==> src/rtl/mem_port_arbiter_pkg.sv <==
// Shared types and constants for the IF/LS memory port arbiter.
// Imported by the interface, the priority picker and the arbiter top.
package mem_arb_pkg;

  typedef enum logic [1:0] {
    IDLE    = 2'd0,
    IF_BUSY = 2'd1,
    LS_BUSY = 2'd2,
    RESP    = 2'd3
  } arbState_e;

  typedef logic [2:0] funct3_t;

  // Encoding of the fairness bit: which requester won the last arbitration
  localparam logic OWN_IF = 1'b0;
  localparam logic OWN_LS = 1'b1;

  localparam funct3_t FUNCT3_WORD = 3'b010;

endpackage

==> src/rtl/mem_port_arbiter_if.sv <==
// Bundle of the fetch, load/store and memory-side signals of the arbiter.
// slave = the arbiter's view, master = the core/memory environment's view.
interface mem_port_arbiter_if #(
  parameter int ADDR_W = 32,
  parameter int DATA_W = 32
);
  import mem_arb_pkg::*;

  logic              if_req;
  logic [ADDR_W-1:0] if_addr;
  logic              if_gnt;
  logic              if_rvalid;
  logic [DATA_W-1:0] if_rdata;

  logic              ls_req;
  logic              ls_we;
  funct3_t           ls_funct3;
  logic [ADDR_W-1:0] ls_addr;
  logic [DATA_W-1:0] ls_wdata;
  logic              ls_gnt;
  logic              ls_rvalid;
  logic [DATA_W-1:0] ls_rdata;

  logic              mem_req;
  logic              mem_we;
  funct3_t           mem_funct3;
  logic [ADDR_W-1:0] mem_addr;
  logic [DATA_W-1:0] mem_wdata;
  logic              mem_ack;
  logic [DATA_W-1:0] mem_rdata;

  logic              bus_err;
  logic              busy;

  modport slave (
    input  if_req, if_addr,
    input  ls_req, ls_we, ls_funct3, ls_addr, ls_wdata,
    input  mem_ack, mem_rdata,
    output if_gnt, if_rvalid, if_rdata,
    output ls_gnt, ls_rvalid, ls_rdata,
    output mem_req, mem_we, mem_funct3, mem_addr, mem_wdata,
    output bus_err, busy
  );

  modport master (
    output if_req, if_addr,
    output ls_req, ls_we, ls_funct3, ls_addr, ls_wdata,
    output mem_ack, mem_rdata,
    input  if_gnt, if_rvalid, if_rdata,
    input  ls_gnt, ls_rvalid, ls_rdata,
    input  mem_req, mem_we, mem_funct3, mem_addr, mem_wdata,
    input  bus_err, busy
  );

endinterface

==> src/rtl/mem_port_arbiter_prio_pick.sv <==
// Combinational two-way picker: a lone requester always wins; on contention
// the requester that did not win last time gets the port.
module arb_prio_pick
  import mem_arb_pkg::*;
(
  input  logic if_req,
  input  logic ls_req,
  input  logic last_ls,
  output logic gnt_if,
  output logic gnt_ls
);

  assign gnt_ls = ls_req && (!if_req || (last_ls == OWN_IF));
  assign gnt_if = if_req && (!ls_req || (last_ls == OWN_LS));

endmodule

==> src/rtl/mem_port_arbiter.sv <==
// Shares one ready/ack memory port between instruction fetch and load/store.
// Optional bus-error abort on a silent memory: define ARB_TIMEOUT_EN.
module mem_port_arbiter
  import mem_arb_pkg::*;
#(
  parameter int ADDR_W         = 32,
  parameter int DATA_W         = 32,
  parameter int TIMEOUT_CYCLES = 16
) (
  input logic               clk,
  input logic               rst,
  mem_port_arbiter_if.slave bus
);

  if (TIMEOUT_CYCLES < 2 || TIMEOUT_CYCLES > 255) begin : g_badTimeout
    $error("TIMEOUT_CYCLES must lie in 2..255");
  end

  arbState_e         state,     stateNext;
  logic              lastLs,    lastLsNext;
  logic              memReq,    memReqNext;
  logic              memWe,     memWeNext;
  funct3_t           memFunct3, memFunct3Next;
  logic [ADDR_W-1:0] memAddr,   memAddrNext;
  logic [DATA_W-1:0] memWdata,  memWdataNext;
  logic [DATA_W-1:0] rdata,     rdataNext;
  logic              ifRvalid,  ifRvalidNext;
  logic              lsRvalid,  lsRvalidNext;
  logic              pickIf,    pickLs;
  logic              timedOut;

  arb_prio_pick u_pick (
    .if_req  (bus.if_req),
    .ls_req  (bus.ls_req),
    .last_ls (lastLs),
    .gnt_if  (pickIf),
    .gnt_ls  (pickLs)
  );

  // Grants are the only combinational outputs and exist only in IDLE
  assign bus.if_gnt = (state == IDLE) && pickIf;
  assign bus.ls_gnt = (state == IDLE) && pickLs;

  always_comb begin
    // NOTE: every target gets a default first so no path leaves one unassigned (no latch).
    stateNext     = state;
    lastLsNext    = lastLs;
    memReqNext    = memReq;
    memWeNext     = memWe;
    memFunct3Next = memFunct3;
    memAddrNext   = memAddr;
    memWdataNext  = memWdata;
    rdataNext     = rdata;
    ifRvalidNext  = 1'b0;
    lsRvalidNext  = 1'b0;

    unique case (state)
      IDLE: begin
        if (pickLs) begin
          stateNext     = LS_BUSY;
          lastLsNext    = OWN_LS;
          memReqNext    = 1'b1;
          memWeNext     = bus.ls_we;
          memFunct3Next = bus.ls_funct3;
          memAddrNext   = bus.ls_addr;
          memWdataNext  = bus.ls_wdata;
        end else if (pickIf) begin
          stateNext     = IF_BUSY;
          lastLsNext    = OWN_IF;
          memReqNext    = 1'b1;
          memWeNext     = 1'b0;
          memFunct3Next = FUNCT3_WORD;
          memAddrNext   = bus.if_addr;
          memWdataNext  = '0;
        end
      end

      IF_BUSY, LS_BUSY: begin
        if (bus.mem_ack || timedOut) begin
          stateNext    = RESP;
          memReqNext   = 1'b0;
          ifRvalidNext = (state == IF_BUSY);
          lsRvalidNext = (state == LS_BUSY);
          // Stores and aborted transactions return zero data
          if (!bus.mem_ack || (state == LS_BUSY && memWe)) rdataNext = '0;
          else                                              rdataNext = bus.mem_rdata;
        end
      end

      RESP: stateNext = IDLE;

      default: stateNext = IDLE;
    endcase
  end

  always_ff @(posedge clk or posedge rst) begin
    if (rst) begin
      state     <= IDLE;
      lastLs    <= OWN_IF;
      memReq    <= 1'b0;
      memWe     <= 1'b0;
      memFunct3 <= '0;
      memAddr   <= '0;
      memWdata  <= '0;
      rdata     <= '0;
      ifRvalid  <= 1'b0;
      lsRvalid  <= 1'b0;
    end else begin
      // NOTE: non-blocking so every register samples the pre-edge values.
      state     <= stateNext;
      lastLs    <= lastLsNext;
      memReq    <= memReqNext;
      memWe     <= memWeNext;
      memFunct3 <= memFunct3Next;
      memAddr   <= memAddrNext;
      memWdata  <= memWdataNext;
      rdata     <= rdataNext;
      ifRvalid  <= ifRvalidNext;
      lsRvalid  <= lsRvalidNext;
    end
  end

`ifdef ARB_TIMEOUT_EN
  localparam logic [7:0] TO_LAST = 8'(TIMEOUT_CYCLES - 1);

  logic [7:0] toCnt;
  logic       busErr;
  logic       inBusy;

  assign inBusy   = (state == IF_BUSY) || (state == LS_BUSY);
  assign timedOut = (toCnt == TO_LAST);

  // Counter is zero on every BUSY entry because it clears outside BUSY
  always_ff @(posedge clk or posedge rst) begin
    if (rst) begin
      toCnt  <= '0;
      busErr <= 1'b0;
    end else begin
      toCnt  <= (inBusy && !bus.mem_ack) ? toCnt + 8'd1 : 8'd0;
      busErr <= inBusy && !bus.mem_ack && timedOut;
    end
  end

  assign bus.bus_err = busErr;
`else
  assign timedOut    = 1'b0;
  assign bus.bus_err = 1'b0;
`endif

  assign bus.mem_req    = memReq;
  assign bus.mem_we     = memWe;
  assign bus.mem_funct3 = memFunct3;
  assign bus.mem_addr   = memAddr;
  assign bus.mem_wdata  = memWdata;
  assign bus.if_rvalid  = ifRvalid;
  assign bus.if_rdata   = rdata;
  assign bus.ls_rvalid  = lsRvalid;
  assign bus.ls_rdata   = rdata;
  assign bus.busy       = (state != IDLE);

endmodule
==> src/flat_wrapper.sv <==
// flat-port wrapper written by rule: the top's interface ports become plain ports
module mem_port_arbiter_flat import mem_arb_pkg::*;
#(
  parameter int ADDR_W         = 32,
  parameter int DATA_W         = 32,
  parameter int TIMEOUT_CYCLES = 16
)
  (clk, rst, bus_if_req, bus_if_addr, bus_ls_req, bus_ls_we, bus_ls_funct3, bus_ls_addr, bus_ls_wdata, bus_mem_ack, bus_mem_rdata, bus_if_gnt, bus_if_rvalid, bus_if_rdata, bus_ls_gnt, bus_ls_rvalid, bus_ls_rdata, bus_mem_req, bus_mem_we, bus_mem_funct3, bus_mem_addr, bus_mem_wdata, bus_bus_err, bus_busy);
  mem_port_arbiter_if #(.ADDR_W(ADDR_W), .DATA_W(DATA_W)) bus_i ();
  input logic clk;
  input logic rst;
  input wire logic [$bits(bus_i.if_req)-1:0] bus_if_req;
  input wire logic [$bits(bus_i.if_addr)-1:0] bus_if_addr;
  input wire logic [$bits(bus_i.ls_req)-1:0] bus_ls_req;
  input wire logic [$bits(bus_i.ls_we)-1:0] bus_ls_we;
  input wire logic [$bits(bus_i.ls_funct3)-1:0] bus_ls_funct3;
  input wire logic [$bits(bus_i.ls_addr)-1:0] bus_ls_addr;
  input wire logic [$bits(bus_i.ls_wdata)-1:0] bus_ls_wdata;
  input wire logic [$bits(bus_i.mem_ack)-1:0] bus_mem_ack;
  input wire logic [$bits(bus_i.mem_rdata)-1:0] bus_mem_rdata;
  output wire logic [$bits(bus_i.if_gnt)-1:0] bus_if_gnt;
  output wire logic [$bits(bus_i.if_rvalid)-1:0] bus_if_rvalid;
  output wire logic [$bits(bus_i.if_rdata)-1:0] bus_if_rdata;
  output wire logic [$bits(bus_i.ls_gnt)-1:0] bus_ls_gnt;
  output wire logic [$bits(bus_i.ls_rvalid)-1:0] bus_ls_rvalid;
  output wire logic [$bits(bus_i.ls_rdata)-1:0] bus_ls_rdata;
  output wire logic [$bits(bus_i.mem_req)-1:0] bus_mem_req;
  output wire logic [$bits(bus_i.mem_we)-1:0] bus_mem_we;
  output wire logic [$bits(bus_i.mem_funct3)-1:0] bus_mem_funct3;
  output wire logic [$bits(bus_i.mem_addr)-1:0] bus_mem_addr;
  output wire logic [$bits(bus_i.mem_wdata)-1:0] bus_mem_wdata;
  output wire logic [$bits(bus_i.bus_err)-1:0] bus_bus_err;
  output wire logic [$bits(bus_i.busy)-1:0] bus_busy;
  assign bus_i.if_req = bus_if_req;
  assign bus_i.if_addr = bus_if_addr;
  assign bus_i.ls_req = bus_ls_req;
  assign bus_i.ls_we = bus_ls_we;
  assign bus_i.ls_funct3 = bus_ls_funct3;
  assign bus_i.ls_addr = bus_ls_addr;
  assign bus_i.ls_wdata = bus_ls_wdata;
  assign bus_i.mem_ack = bus_mem_ack;
  assign bus_i.mem_rdata = bus_mem_rdata;
  assign bus_if_gnt = bus_i.if_gnt;
  assign bus_if_rvalid = bus_i.if_rvalid;
  assign bus_if_rdata = bus_i.if_rdata;
  assign bus_ls_gnt = bus_i.ls_gnt;
  assign bus_ls_rvalid = bus_i.ls_rvalid;
  assign bus_ls_rdata = bus_i.ls_rdata;
  assign bus_mem_req = bus_i.mem_req;
  assign bus_mem_we = bus_i.mem_we;
  assign bus_mem_funct3 = bus_i.mem_funct3;
  assign bus_mem_addr = bus_i.mem_addr;
  assign bus_mem_wdata = bus_i.mem_wdata;
  assign bus_bus_err = bus_i.bus_err;
  assign bus_busy = bus_i.busy;
  mem_port_arbiter #(.ADDR_W(ADDR_W), .DATA_W(DATA_W), .TIMEOUT_CYCLES(TIMEOUT_CYCLES)) u_core (.clk(clk), .rst(rst), .bus(bus_i));
endmodule
==> config.mk <==
export PLATFORM = sky130hd
export DESIGN_NAME = mem_port_arbiter_flat
export DESIGN_NICKNAME = d
export VERILOG_FILES = /design/src/rtl/mem_port_arbiter_pkg.sv /design/src/rtl/mem_port_arbiter_if.sv /design/src/rtl/mem_port_arbiter_prio_pick.sv /design/src/rtl/mem_port_arbiter.sv /design/src/flat_wrapper.sv
export SDC_FILE = /design/constraint.sdc
export NUM_CORES = 1
export LEC_CHECK = 0
export ABC_AREA = 1
export BUFFER_PORTS_ARGS = -buffer_cell sky130_fd_sc_hd__buf_2
export CORE_MARGIN = 2
export CORE_UTILIZATION = 45
export CTS_CLUSTER_SIZE = 14
export DETAILED_ROUTE_END_ITERATION = 10
export PLACE_DENSITY = 0.8
export REMOVE_ABC_BUFFERS = 1
export SLEW_MARGIN = 20
export SYNTH_ARGS = -nofsm -noshare
export SYNTH_HDL_FRONTEND = slang
export SYNTH_SLANG_ARGS = --single-unit
==> constraint.sdc <==
create_clock -name clk -period 3.76 [get_ports clk]
set_clock_uncertainty 0.2 [all_clocks]
set_input_delay 0.188 -clock clk [delete_from_list [all_inputs] [get_ports clk]]
set_output_delay 0.188 -clock clk [all_outputs]
set_load 0.05 [all_outputs]
; Word level (Yosys, flattened, before mapping)
; Index checks and enable logic that the tools add are counted.
[word_totals]
input_bits = 137
wordCells = 58
reg_bits = 106
output_inout_bits = 139
[op_classes]
n_reduce_logical = 20
n_eq_ne = 5
n_bitwise = 1
muxes = 22
[op_table]
columns = cell, count
row1 = $mux 32, 5
row2 = $mux 1, 10
row3 = $mux 2, 3
row4 = $mux 3, 2
row5 = $pmux 2 s3, 1
row6 = $reduce_and 2->1, 3
row7 = $reduce_bool 2->1, 3
row8 = $logic_and 1x1->1, 5
row9 = $eq 2x2->1 const B, 2
row10 = $logic_not 1->1, 3
row11 = $logic_or 1x1->1, 3
row12 = $ne 3x1->1 const B, 1
row13 = $reduce_and 3->1, 1
row14 = $eq 2x1->1 const B, 1
row15 = $logic_not 2->1, 1
row16 = $ne 2x2->1 const B, 1
row17 = $pmux 1 s2, 1
row18 = $reduce_or 2->1, 1
row19 = $not 1->1, 1

; Longest topological paths before layout
[depth]
ltp_word = 6
mapped_depth = 9
mapped_depth_nobuf = 7

; Hierarchy
; A second synthesis with hierarchy kept.
[unflattened]
hier_cells = 623
hier_area_um2 = 4938.5
[modules_own_cells]
columns = module, area_per_inst_um2, n_inst, seq_area_each_um2, cells_each
row1 = mem_port_arbiter, 4918.5, 1, 2652.5, 618
row2 = arb_prio_pick, 20.0, 1, 0.0, 5

; Worst setup path after synthesis
; Ideal clock, no wire load.
[synth_path]
path_kind = reg-to-output
from = reg u_core.state[0]
to = out bus_if_gnt
slack_ns = 1.828
stages_incl_launch_ff = 5
required_ns = 3.372
arrival_ns = 1.544
n_path_buf = 0
path_cell_list = dfrtp_1 > inv_1 > ha_1 > nand2_1 > a21oi_1
[synth_via]
elab_chain_len = 2
[synth_lines]
columns = element, line_no
row1 = start: declaration, mem_port_arbiter.sv:19  ; arbState_e state, stateNext;
row2 = start signal: assignment, mem_port_arbiter.sv:110  ; state <= stateNext;
row3 = $logic_not 2->1, mem_port_arbiter.sv:41  ; assign bus.if_gnt = (state == IDLE) && pickIf;
row4 = $logic_and 1x1->1, mem_port_arbiter.sv:41
row5 = end: declaration, flat_wrapper.sv:21  ; output wire logic [$bits(bus_i.if_gnt)-1:0] bus_if_gnt;
; No other way between the ends.

; Worst setup path after layout
[layout_path]
from = reg u_core.lastLs
to = reg u_core.memAddr[24] (netlist: u_core.bus.mem_addr[24])
[layout_via]
elab_chain_len = 5
word_cells_on_any_way = 8
cone_classes = 1 x mux / 1 x bitwise / 6 x reduce/logical
[layout_lines]
columns = element, line_no
row1 = start: declaration, mem_port_arbiter.sv:20  ; logic lastLs, lastLsNext;
row2 = start signal: assignment, mem_port_arbiter.sv:111  ; lastLs <= lastLsNext;
row3 = $not 1->1, mem_port_arbiter_prio_pick.sv:13  ; assign gnt_ls = ls_req && (!if_req || (last_ls == OWN_IF));
row4 = $logic_or 1x1->1, mem_port_arbiter_prio_pick.sv:13
row5 = $logic_and 1x1->1, mem_port_arbiter_prio_pick.sv:13
row6 = $reduce_bool 2->1 (no line), -
row7 = $reduce_and 2->1 (no line), -
row8 = end signal: assignment, mem_port_arbiter.sv:115  ; memAddr <= memAddrNext;
row9 = end: declaration, mem_port_arbiter.sv:24  ; logic [ADDR_W-1:0] memAddr, memAddrNext;
; Parallel ways exist; a longest one is shown, timed or not.
; A chain may end at the register's enable or synchronous reset.

==> results.md <==
- Commonest cells after routing, fill and taps aside: nand2_1, buf_2, dlygate4sd3_1, dfrtp_1, nand3_1
- H-tree Lvls: 3
- Routed WL: 15.91 mm
- Stages on the worst setup path: 7
- Syn_area_per_cell: 7.942 µm²
- Cells along the critical path: nand2_2 > nand2_1 > nand2_1 > nand2_1 > dlygate4sd3_1 > nand2_1 > nand2_1
- Combinational power share: 0.633
- Worst Path Buf+Inv: 1
- Row count: 38
- Die height: 108.4 µm
- Post-synthesis sequential area ratio: 0.5404
- Via density: 4.817
- Total congestion overflow: 0
- Clk_lat worst skew: about 0.35 ns
- RD Place Congestion: 0.7990
- Synth area leader: dfrtp_1
- P per Cell Area: approximately 950 mW/mm²
- Worst Path Arrival: 3.07 ns
- CP max stage cell: nand2_1
- Max Buffers Root-to-Sink: 2
- Simple-gate share of the synthesized area: 0.3467
- Status: finished, final reports clean
- Avg WL per Cell: 14.19 µm
- Synth Register Bits: between 100 and 150
- Initial core utilization: 0.4568
- VDD IR max: 740.0 µV
- Final antenna-violating net count: 0
- Worst path top cell family by delay: simple AND/OR/NAND/NOR gates
- First-pass GRT wire length: around 24 mm
- Fin Setup TNS: 0 ns
- Min Tclk post-route: 3.027 ns
- Leakage power: 4.489 nW
- Adder-Cell Fraction of Synth Area: 0.01275
- Final setup vio count: 0
- Synth-to-Final Area Change: 54.86%
- Layout cells sized above 1: 0.3078
- Mux cell area share after synthesis: 0
- WP data required: roughly 3.8 ns
- Unrepaired setup endpoints after global routing: no
- Gates resized, CTS repair: 0
- Dpl hpwl: between 9 and 10 mm
- Critical path capture point type: flip-flop
- Combinational family with the most area after synthesis: simple AND/OR/NAND/NOR gates
- Max incr delay on CP: slightly above 0.8 ns
- # IOs: 276
- Die width: 108.4 µm
- Pin count of the biggest net entering global routing: 84
- Total CTS buffers: 9
- CP most frequent cell: nand2_1
- Sw frac: 0.5863
- Post-Syn Instances: a little over 600
- Max-cap violation count: 0
- Initial antenna violation count: 0
- Fmax achieved: around 0.33 GHz
- CTS root buf: clkbuf_8
- DR vias: between 5k and 6k
- Clk slew on worst S/H paths: 0.09 ns
- Hold path cells: 5
- Post-Synth XOR/XNOR Area: 0
- Yosys cell types: 19
- HP Class: input port to flip-flop
- Setup slack after layout: 0.7330 ns
- Reg power frac: 0.272
- Mapped cell area: 0.004908 mm²
- Switch Pwr: 0.004222 W
- Reg2Reg Depth: 7
- Critical path class: flip-flop to flip-flop
- Clock sink total: 106
- Drt pass-1 iters: 6
- Final period util: 0.8051
- Number of global-route vias before repair: approximately 5.1k
- Synth area leaders: dfrtp_1, nand2_1, nand3_1, buf_4, ha_1
- Crit path launch type: flip-flop
- Synth Area in Compound Gates: 0.003059
- Max-slew violation count: 0
- Die area: around 0.012 mm²
- CTS tree: yes
- GRT Overall Usage: 0.2650
- Yosys warns: 0
- Post-synth top area share: 0.5404
- PortBufs: 274
- Slew @ Worst Pin: 1.061 ns
- Pre-CTS WS: roughly 1.4 ns
- Starting DRT DRC Count: 471
- Core ar.: 0.01075 mm²
- Number of hold violations in the final report: 0
- Most common cell after layout, fill and taps aside: nand2_1
- Worst-path maximum fanout: 35
- P_int: 0.002979 W
- Relative slew slack: 0.2912
- Clock share of power: 0.095
- Final nets: 1118
- # DRC: 0
- ANT cells: 0
## power by group through the flow
| stage | clock, W | sequential, W | combinational (W) |
|---|---|---|---|
| 2_1_floorplan | 0 | 0.00417 | 0.00102 |
| 5_1_grt | 0.000754 | 0.00202 | 0.00484 |
| 6_report | 0.000684 | 0.00196 | 0.00456 |
| 4_1_cts | 0.000711 | 0.00194 | 0.00454 |
| 3_3_place_gp | 0 | 0.00195 | 0.00432 |
| 3_5_place_dp | 0 | 0.00195 | 0.00438 |
## per-layer routing
| layer | track usage | part of all wire |
|---|---|---|
| met3 | 0.06269 | 0.089 |
| met2 | 0.4746 | 0.50 |
| met4 | 0.1319 | 0.038 |
| met5 | 0 | 0 |
| met1 | 0.2928 | 0.37 |
## final cells by class
class / instances / area, µm²
Tap cell: 140 / 175.2
Fill cell: 774 / 3144
Timing Repair Buffer: 412 / 2740
Clock buffer: 10 / 127.6
Sequential cell: 106 / 2653
Multi-Input combinational cell: 434 / 1783
Inverter: 13 / 55.05
Clock inverter: 6 / 67.56
## worst paths after layout
check / from / slack, ns / endpoint
max reg2reg: u_core.lastLs$_DFFE_PP0P_ / 0.73 / u_core.bus.mem_addr[24]$_DFFE_PP0P_
min in group asynchronous: rst / 0.30 / u_core.bus.mem_wdata[16]$_DFFE_PP0P_
min reg2reg: u_core.bus.mem_req$_DFFE_PP0P_ / 0.27 / u_core.bus.mem_req$_DFFE_PP0P_
max: u_core.lastLs$_DFFE_PP0P_ / 0.73 / u_core.bus.mem_addr[24]$_DFFE_PP0P_
min: bus_ls_addr[12] / 0.02 / u_core.bus.mem_addr[12]$_DFFE_PP0P_
max in group asynchronous: rst / 2.24 / u_core.bus.mem_wdata[8]$_DFFE_PP0P_
## cells by family (layout without fill, tap and decap cells)
kind of cell / Yosys count / count (layout)
buffers and inverters: 78 / 441
adder cells (fa/ha/maj): 5 / 5
other: 1 / 1
flip-flops: 106 / 106
AND/OR/NAND/NOR: 425 / 425
AO/OA/AOI/OAI: 3 / 3
## registers in the layout, summed over array words and instances (netlist names)
signal                 flops
u_core.bus.mem_addr       32
u_core.bus.mem_req         1
u_core.bus.if_rvalid       1
u_core.bus.mem_we          1
u_core.bus.mem_wdata      32
u_core.state               2
u_core.bus.if_rdata       32
u_core.bus.ls_rvalid       1
u_core.bus.mem_funct3      3
u_core.lastLs              1
## per-stage QoR
stage	utilization	area, µm²	std cells	power, W	hold WS, ns
after CTS	0.7070	7597	1121	0.007187	0.004318
after floorplan	-	4484	553	0.005199	0.09187
after global placement	0.5650	6071	972	0.006266	0.1815
after detailed placement	0.5650	6071	972	0.006326	0.1873
final	0.7074	7601	1121	0.007202	0.02222
after global routing	0.7074	7601	1121	0.007616	0.02216
## repair_timing
item | in CTS | in global routing
setup endpoints to repair | 0 | 0
setup buffers | 0 | 0
hold buffers | 133 | 0
hold endpoints to repair | 183 | 0
## synth_stat cells
library cell,number
or2_2,1
nand4_1,1
a21oi_1,2
buf_6,4
inv_2,3
o21ai_0,1
clkbuf_1,11
ha_1,5
buf_4,37
nand2_2,1
nand3_1,67
nor2_4,2
inv_1,10
dfrtp_1,106
conb_1,1
nand2_1,348
buf_2,9
buf_1,4
nor2_1,5
## worst register-to-register path, cell delays in order, from the launching register on
cell	delay, ns
dfrtp_1	0.40
nand2_2	0.46
nand2_1	0.82
nand2_1	0.29
nand2_1	0.08
dlygate4sd3_1	0.56
nand2_1	0.06
nand2_1	0.05
Note: power is estimated with default switching activity, not from simulation.
